File: config.mk
export PLATFORM = sky130hd
export DESIGN_NAME = fetch_buffer
export DESIGN_NICKNAME = d
export VERILOG_FILES = /design/src/rtl/fetch_buffer.sv
export SDC_FILE = /design/constraint.sdc
export NUM_CORES = 1
export LEC_CHECK = 0
export ABC_AREA = 0
export ABC_CLOCK_PERIOD_IN_PS = 2700
export CAP_MARGIN = 20
export CORE_ASPECT_RATIO = 1.1
export CORE_MARGIN = 4
export CORE_UTILIZATION = 56
export CTS_CLUSTER_DIAMETER = 50
export CTS_CLUSTER_SIZE = 12
export DETAILED_ROUTE_END_ITERATION = 6
export MAX_ROUTING_LAYER = met4
export PLACE_DENSITY_LB_ADDON = 0.3
export SYNTH_ARGS = -nofsm -noshare
export SYNTH_HDL_FRONTEND = slang
export SYNTH_SLANG_ARGS = --single-unit
File: constraint.sdc
create_clock -name clk -period 2.7 [get_ports clk]
set_input_delay 0.54 -clock clk [delete_from_list [all_inputs] [get_ports clk]]
set_output_delay 0.54 -clock clk [all_outputs]
set_load 0.01 [all_outputs]
File: src/rtl/fetch_buffer.sv
// fetch_buffer: IF stage issuing imem reads and buffering {pc, instr} for decode.
// Define FETCH_PERF_EN to add saturating stall/flush performance counters.
module fetch_buffer #(
   parameter int DEPTH   = 4,
   parameter int PC_W    = 8,
   parameter int INSTR_W = 32
) (
   input  logic               clk,
   input  logic               rst,
   input  logic [PC_W-1:0]    pc_in,
   input  logic               flush,
   input  logic [INSTR_W-1:0] imem_rdata,
   output logic               imem_en,
   output logic [PC_W-1:0]    imem_addr,
   output logic               fetch_stall,
   output logic               id_valid,
   output logic [PC_W-1:0]    id_pc,
   output logic [INSTR_W-1:0] id_instr,
   input  logic               id_ready
`ifdef FETCH_PERF_EN
   ,
   output logic [15:0]        perf_stall_cnt,
   output logic [15:0]        perf_flush_cnt
`endif
);

   localparam int AW = $clog2(DEPTH);
   localparam int CW = AW + 1;

   logic [PC_W-1:0]    pc_mem_q  [DEPTH];
   logic [INSTR_W-1:0] ins_mem_q [DEPTH];

   logic [AW-1:0]   rd_ptr_q, rd_ptr_d;
   logic [AW-1:0]   wr_ptr_q, wr_ptr_d;
   logic [CW-1:0]   count_q, count_d;
   logic            inflight_q, inflight_d;
   logic [PC_W-1:0] inflight_pc_q, inflight_pc_d;

   logic [CW:0] used;
   logic        issue;
   logic        push;
   logic        pop;

   // Credits cover both buffered entries and the read still in flight.
   assign used  = {1'b0, count_q} + {{CW{1'b0}}, inflight_q};
   assign issue = !flush && (used < (CW+1)'(DEPTH));
   assign push  = inflight_q && !flush;
   assign pop   = id_valid && id_ready && !flush;

   assign imem_en     = rst && issue;
   assign imem_addr   = pc_in;
   assign fetch_stall = rst && !issue;

   assign id_valid = (count_q != '0);
   assign id_pc    = pc_mem_q[rd_ptr_q];
   assign id_instr = ins_mem_q[rd_ptr_q];

   always_comb begin
      rd_ptr_d      = rd_ptr_q;
      wr_ptr_d      = wr_ptr_q;
      count_d       = count_q;
      inflight_d    = inflight_q;
      inflight_pc_d = inflight_pc_q;
      if (flush) begin
         rd_ptr_d   = '0;
         wr_ptr_d   = '0;
         count_d    = '0;
         inflight_d = 1'b0;
      end else begin
         if (push) wr_ptr_d = wr_ptr_q + AW'(1);
         if (pop)  rd_ptr_d = rd_ptr_q + AW'(1);
         unique case ({push, pop})
            2'b10:   count_d = count_q + CW'(1);
            2'b01:   count_d = count_q - CW'(1);
            default: count_d = count_q;
         endcase
         inflight_d = issue;
         if (issue) inflight_pc_d = pc_in;
      end
   end

   always_ff @(posedge clk or negedge rst) begin
      if (!rst) begin
         rd_ptr_q      <= '0;
         wr_ptr_q      <= '0;
         count_q       <= '0;
         inflight_q    <= 1'b0;
         inflight_pc_q <= '0;
      end else begin
         rd_ptr_q      <= rd_ptr_d;
         wr_ptr_q      <= wr_ptr_d;
         count_q       <= count_d;
         inflight_q    <= inflight_d;
         inflight_pc_q <= inflight_pc_d;
      end
   end

   // Storage is cleared too so the head is never X after reset.
   always_ff @(posedge clk or negedge rst) begin
      if (!rst) begin
         for (int i = 0; i < DEPTH; i++) begin
            pc_mem_q[i]  <= '0;
            ins_mem_q[i] <= '0;
         end
      end else if (push) begin
         pc_mem_q[wr_ptr_q]  <= inflight_pc_q;
         ins_mem_q[wr_ptr_q] <= imem_rdata;
      end
   end

`ifdef FETCH_PERF_EN
   logic [15:0] stall_cnt_q, stall_cnt_d;
   logic [15:0] flush_cnt_q, flush_cnt_d;

   always_comb begin
      stall_cnt_d = stall_cnt_q;
      flush_cnt_d = flush_cnt_q;
      if (!issue && stall_cnt_q != 16'hFFFF)
         stall_cnt_d = stall_cnt_q + 16'd1;
      if (flush && flush_cnt_q != 16'hFFFF)
         flush_cnt_d = flush_cnt_q + 16'd1;
   end

   always_ff @(posedge clk or negedge rst) begin
      if (!rst) begin
         stall_cnt_q <= '0;
         flush_cnt_q <= '0;
      end else begin
         stall_cnt_q <= stall_cnt_d;
         flush_cnt_q <= flush_cnt_d;
      end
   end

   assign perf_stall_cnt = stall_cnt_q;
   assign perf_flush_cnt = flush_cnt_q;
`endif

`ifndef SYNTHESIS
   a_no_overflow: assert property (@(posedge clk) disable iff (!rst)
      (push && !pop) |-> (count_q < CW'(DEPTH)));
`endif

endmodule

# Word-level counts from Yosys, hierarchy flattened
# Cells that the tools add are included.
dict set report word_totals {
  input_bits 44
  ramBits 0
  mem_bits_ro 0
  n_memories 0
  latch_bits 0
  wordCells 60
  regBits 176
}
dict set report classes {
  bitwise 3
  n_mux 19
  multipliers 0
  div_mod_pow 0
  shift 0
  reduce_logical 14
  n_addsub 5
  magnitude_cmp 4
  eq_ne 2
}
# op count
set op_table {}
lappend op_table {{bitwise mux 128 bit} 1}
lappend op_table {{2-to-1 mux 32 bit} 3}
lappend op_table {{binary-select mux 32 bit (select 2 bit)} 1}
lappend op_table {{demux 32 bit (select 2 bit)} 1}
lappend op_table {{bitwise mux 32 bit} 1}
lappend op_table {{2-to-1 mux 8 bit} 3}
lappend op_table {{binary-select mux 8 bit (select 2 bit)} 1}
lappend op_table {{demux 8 bit (select 2 bit)} 1}
lappend op_table {{2-to-1 mux 2 bit} 4}
lappend op_table {{logical AND 1 bit} 7}
lappend op_table {{>= comparator 3 bit (second input constant)} 2}
lappend op_table {{inverter 2 -> 3 bit} 2}
lappend op_table {{case mux 3 bit (2 select lines)} 1}
lappend op_table {{nonzero test 3 bit} 2}
lappend op_table {{adder 2 x 1 -> 2 bit (second input constant)} 2}
lappend op_table {{adder 3 x 1 -> 4 bit} 1}
lappend op_table {{less-than comparator 4 x 3 -> 1 bit (second input constant)} 1}
lappend op_table {{nonzero test 2 bit} 2}
lappend op_table {{adder 3 x 1 -> 3 bit (second input constant)} 1}
lappend op_table {{less-than comparator 3 x 1 -> 1 bit (second input constant)} 1}
lappend op_table {{2-to-1 mux 3 bit} 1}
lappend op_table {{subtractor 3 x 1 -> 3 bit (second input constant)} 1}
lappend op_table {{== test 2 x 1 -> 1 bit (second input constant)} 1}
lappend op_table {{== test 2 bit (second input constant)} 1}
lappend op_table {{4 further kinds} 5}

# Logic depth before layout (Yosys ltp)
dict set report logic_depth {
  ltp_word 6
  ltp_mapped 7
  ltp_nobuf 6
}

# Worst setup path before layout
# Ideal clock, no wire load.
dict set report synth_timing {
  path_kind {register to register}
  startpoint {register count_q[1]}
  endpoint {register count_q[1]}
  path_stages_with_launch 6
  setup_slack_ps 756
  required_ps 2618
  t_arrival_ps 1862
  setup_time_ps 82
  path_cell_list {dfrtp_1 > o31ai_2 > nor3_1 > fa_1 > or3b_1 > a31oi_1}
}
dict set report synth_between {
  elab_chain_cells 6
}
# element line_no
set synth_lines {}
lappend synth_lines {{from (decl)} 35} ;# logic [CW-1:0] count_q, count_d;
lappend synth_lines {{from (signal assigned)} 92} ;# count_q <= count_d;
lappend synth_lines {{nonzero test 3 bit} 54} ;# assign id_valid = (count_q != '0);
lappend synth_lines {{logical AND 1 bit (2 in series)} 48} ;# assign pop = id_valid && id_ready && !flush;
lappend synth_lines {{== test 2 x 1 -> 1 bit or == test 2 bit (tied branches)} 72} ;# unique case ({push, pop})
lappend synth_lines {{case mux 3 bit (2 select lines)} 72}
lappend synth_lines {{2-to-1 mux 3 bit} 64} ;# if (flush) begin
# Parallel ways exist; a longest one is shown, timed or not.
# A chain may end at the register's enable or synchronous reset.

# Final worst setup path
dict set report layout_timing {
  startpoint {register rd_ptr_q[0]}
  endpoint {output port id_instr[5]}
}
dict set report layout_between {
  elab_chain_cells 4
}
# element line_no
set layout_lines {}
lappend layout_lines {{from (decl)} 33} ;# logic [AW-1:0] rd_ptr_q, rd_ptr_d;
lappend layout_lines {{from (signal assigned)} 90} ;# rd_ptr_q <= rd_ptr_d;
lappend layout_lines {{inverter 2 -> 3 bit (not written as such)} 56} ;# assign id_instr = ins_mem_q[rd_ptr_q];
lappend layout_lines {{binary-select mux 32 bit (select 2 bit)} 56}
lappend layout_lines {{2-to-1 mux 32 bit (not written as such) (2 in series)} 56}
lappend layout_lines {{to (decl)} 18} ;# output logic [INSTR_W-1:0] id_instr,
# No other way between the ends. The select of a mux whose other input is x is not followed.

==> results.yml <==
clock_tree:
  worst_setup_hold_path_clk_slew_ns: 0.06
  cts_tree: "built"
  cts_inserted_buffers: 17
  cts.sink_count: 176
  htree_levels: 4
  clock-root-buffer: "clkbuf_16"
  insertion_delay_ns: 0.42
  clock_tree.buffer_depth: 2
setup_path:
  crit-reg2reg-capture: "count_q[1]"
  worstPathRequired_ns: 2.16
  critical_path.reg2reg.startpoint: "count_q[1]"
  criticalPathCategory: "flop to output port"
  worst_setup_path_start_kind: "flop"
  worst_ep_arrival_time_ns: 2.11
  cpLargestDelayFamily: "buffers and inverters"
  worstSetupEndpointType: "output port"
  path_buf_inv: 3
  critPathMaxStageDelay_ns: 0.51
  timing.reg2reg.setup_slack_ns: 0.58
  series_of_cell_instances_along_the_critical_path: "buf_4 -> buf_12 -> mux4_2 -> clkdlybuf4s50_1"
  timing.reg2reg.worst_path_depth: 5
  cell_with_the_largest_stage_delay_on_the_worst_path: "mux4_2"
  critical_path.max_fanout: 8
global_routing:
  grt_antenna_before_repair: 0
  grt_remaining_overflow: 0
  globalRouteTotalUtil_pct: 21.4
  grt_pass1_vias: 4999
  grt_max_degree: 81
  wire_length_of_the_first_global_routing_pass_um: 25700
min_path:
  hold_path_end: "ins_mem_q[47]"
  hp-class: "flop to flop"
  hold_path.startpoint: "ins_mem_q[47]"
  whs_path_depth: 1
place:
  placement.io_buffers: 94
  dp_cells: 731
  dpl.hpwl_um: 10100
  place_worst_setup_slack_ns: 0.122
  gpl.final_weighted_congestion: 0.727
cells_and_area:
  finalNetCount: 621
  layout.cells.non_filler: 771
  multi_input_comb_area_um2: 3130
  area.sequential_um2: 4410
  most_used_cells_in_the_layout_excluding_fill_and_tap_cells: "dfrtp_1 (173), mux2_2 (167), clkdlybuf4s50_1 (88)"
  final_layout_size_suffix_gt1_share_pct: 46.8
  area_growth_syn_to_layout_pct: 22.8
  final_common_cell: "dfrtp_1"
  diode_count: 0
  fillers: 943
sta:
  finalSetupViolCount: 0
  final.setup.worst_slack_ns: 0.0493
  timing_max_transition_violations_final: 0
  slew_of_the_pin_with_the_lowest_slew_margin_ns: 0.971
  max_slew_headroom_pct: 35.3
  max_freq_mhz: 377
  finalHoldViolCount: 0
  fin_worst_skew_ns: 0.00577
  finalCritPeriodShare_pct: 98.2
  finalCriticalPeriod_ns: 2.65
outcome:
  run_status: "completed"
pwr:
  static-leakage-power_nw: 4.24
  powerDensity_nw_per_um2: 1140
  vdd.ir_drop.worst_uv: 651
floorplanning:
  placeableCoreArea_um2: 13800
  pin_count: 95
  design.die.area_um2: 16000
  initial_standard_cell_utilization_of_the_core_pct: 57.0
  die_height_um: 132
  chipWidth_um: 121
  rows: 45
synthesis:
  synth_nets: 517
  synth_largest_area_cell: "dfrtp_1"
  netlist_area_um2: 7860
  proportion_of_synthesized_flip_flops_having_asynchronous_set_or_reset_pct: 100
  yosys_warnings: 0
  post_synth.cell_area_avg_um2: 16.8
  synth_edf_count: 0
  synth_seq_area_share_pct: 56.0
  area_share_of_the_largest_cell_type_after_synthesis_pct: 56.0
  synthFlopType: "dfrtp_1"
  netlist_instances: 468
  ys_types: 32
  ys_ff_latch: 176
  synth.area.top_cells: "dfrtp_1 (56%), mux2_2 (24%), mux4_2 (11%)"
detailed_routing:
  wl_per_cell_um: 20.1
  detail_route.vias_per_cell: 5.64
  met1_length_um: 6220
  drtPass1Iterations: 4
  met3WireLength_um: 650
  drt.antenna.violating_nets: 0
  drc_errors: 0
  route.final.wire_length_um: 15500
  drtIter0Drc: 197
  route.met2.wl_um: 8400
  vias: 4345
  route.top_layer_used: "met4"
job:
  max-cap-violations: 0
registers in the layout, indices dropped and copies added, names as in the netlist:
| register | flops |
|---|---|
| count_q | 3 |
| wr_ptr_q | 2 |
| pc_mem_q | 32 |
| inflight_q | 1 |
| ins_mem_q | 128 |
| rd_ptr_q | 2 |
| inflight_pc_q | 8 |
worst max-delay path by stage:
stage | endpoint | slack [ns] | cells past startpoint | startpoint
floorplan | count_q[1] | 0.76 | 5 | count_q[1]
global placement | imem_en | 0.10 | 5 | flush
detailed placement | imem_en | 0.12 | 5 | flush
CTS | id_instr[28] | 0.004 | 3 | rd_ptr_q[0]
global route | id_pc[3] | -0.02 | 4 | rd_ptr_q[0]
finish | id_instr[5] | 0.05 | 4 | rd_ptr_q[0]
cell usage after synthesis (all sizes together) (2+ instances only):
library cell	instances
a31oi	2
buf	37
dfrtp	176
ha	4
inv	2
mux2	168
mux4	40
nand2	5
nor2	9
nor2b	2
o21ai	3
xnor2	3
xor2	2
per-layer routing:
metal,vias to the layer above,GRT usage (%)
li1,1927,-
met1,2304,25.1
met2,95,36.7
met3,19,5.36
met4,0,5.67
met5,-,-
worst reg2reg max path, stage by stage, from the launching register on:
cell and delay (ns):
dfrtp_1 0.49, o31ai_2 0.41, nor3_1 0.10, fa_1 0.54, or3b_1 0.36, a31oi_1 0.13
cell families (layout without fill, tap and decap cells):
kind of cell             count (synthesis)  count (layout)  share of synthesized area, %
multiplexers                           209             209                          35.7
buffers and inverters                   40             155                          4.27
AO/OA/AOI/OAI                           11              11                          1.15
flip-flops                             176             176                          56.0
AND/OR/NAND/NOR                         22              22                          1.45
XOR/XNOR                                 5               5                         0.557
adder cells (fa/ha/maj)                  5               5                         0.891
metrics by stage:
step,utilization [%],total power [mW],hold WS (ns),TNS [ns],area (um^2)
detailed placement,65.3,8.73,0.370,0,9000
global route,70.0,11.6,0.505,-0.142,9650
finish,70.0,11.0,0.498,0,9650
global placement,65.3,8.48,0.367,0,9000
floorplan,-,6.96,0.244,0,7860
CTS,69.3,11.0,0.501,0,9550
report_power, final:
part / internal, mW / total, mW / switching (mW)
logic: 2.81 / 4.31 / 1.49
clock network: 1.29 / 2.21 / 0.919
registers: 3.83 / 4.47 / 0.639
total: 7.94 / 11.0 / 3.05
cell type report:
type | count | share of cell area, %
flip-flops and latches | 176 | 45.7
repair buffers | 123 | 13.9
multi-input cells | 252 | 32.4
clock buffers | 22 | 4.81
clock inverters | 8 | 0.674
well taps | 188 | 2.44
inverters | 2 | 0.0778
what timing repair did:
item / CTS / global route
hold buffers: 1 / 0
gates cloned: 0 / 2
setup endpoints to repair: 35 / 16
setup buffers: 2 / 5
gates resized for setup: 2 / 4
endpoints found under the hold margin: 9 / 0
(Power assumes the default switching activity.)
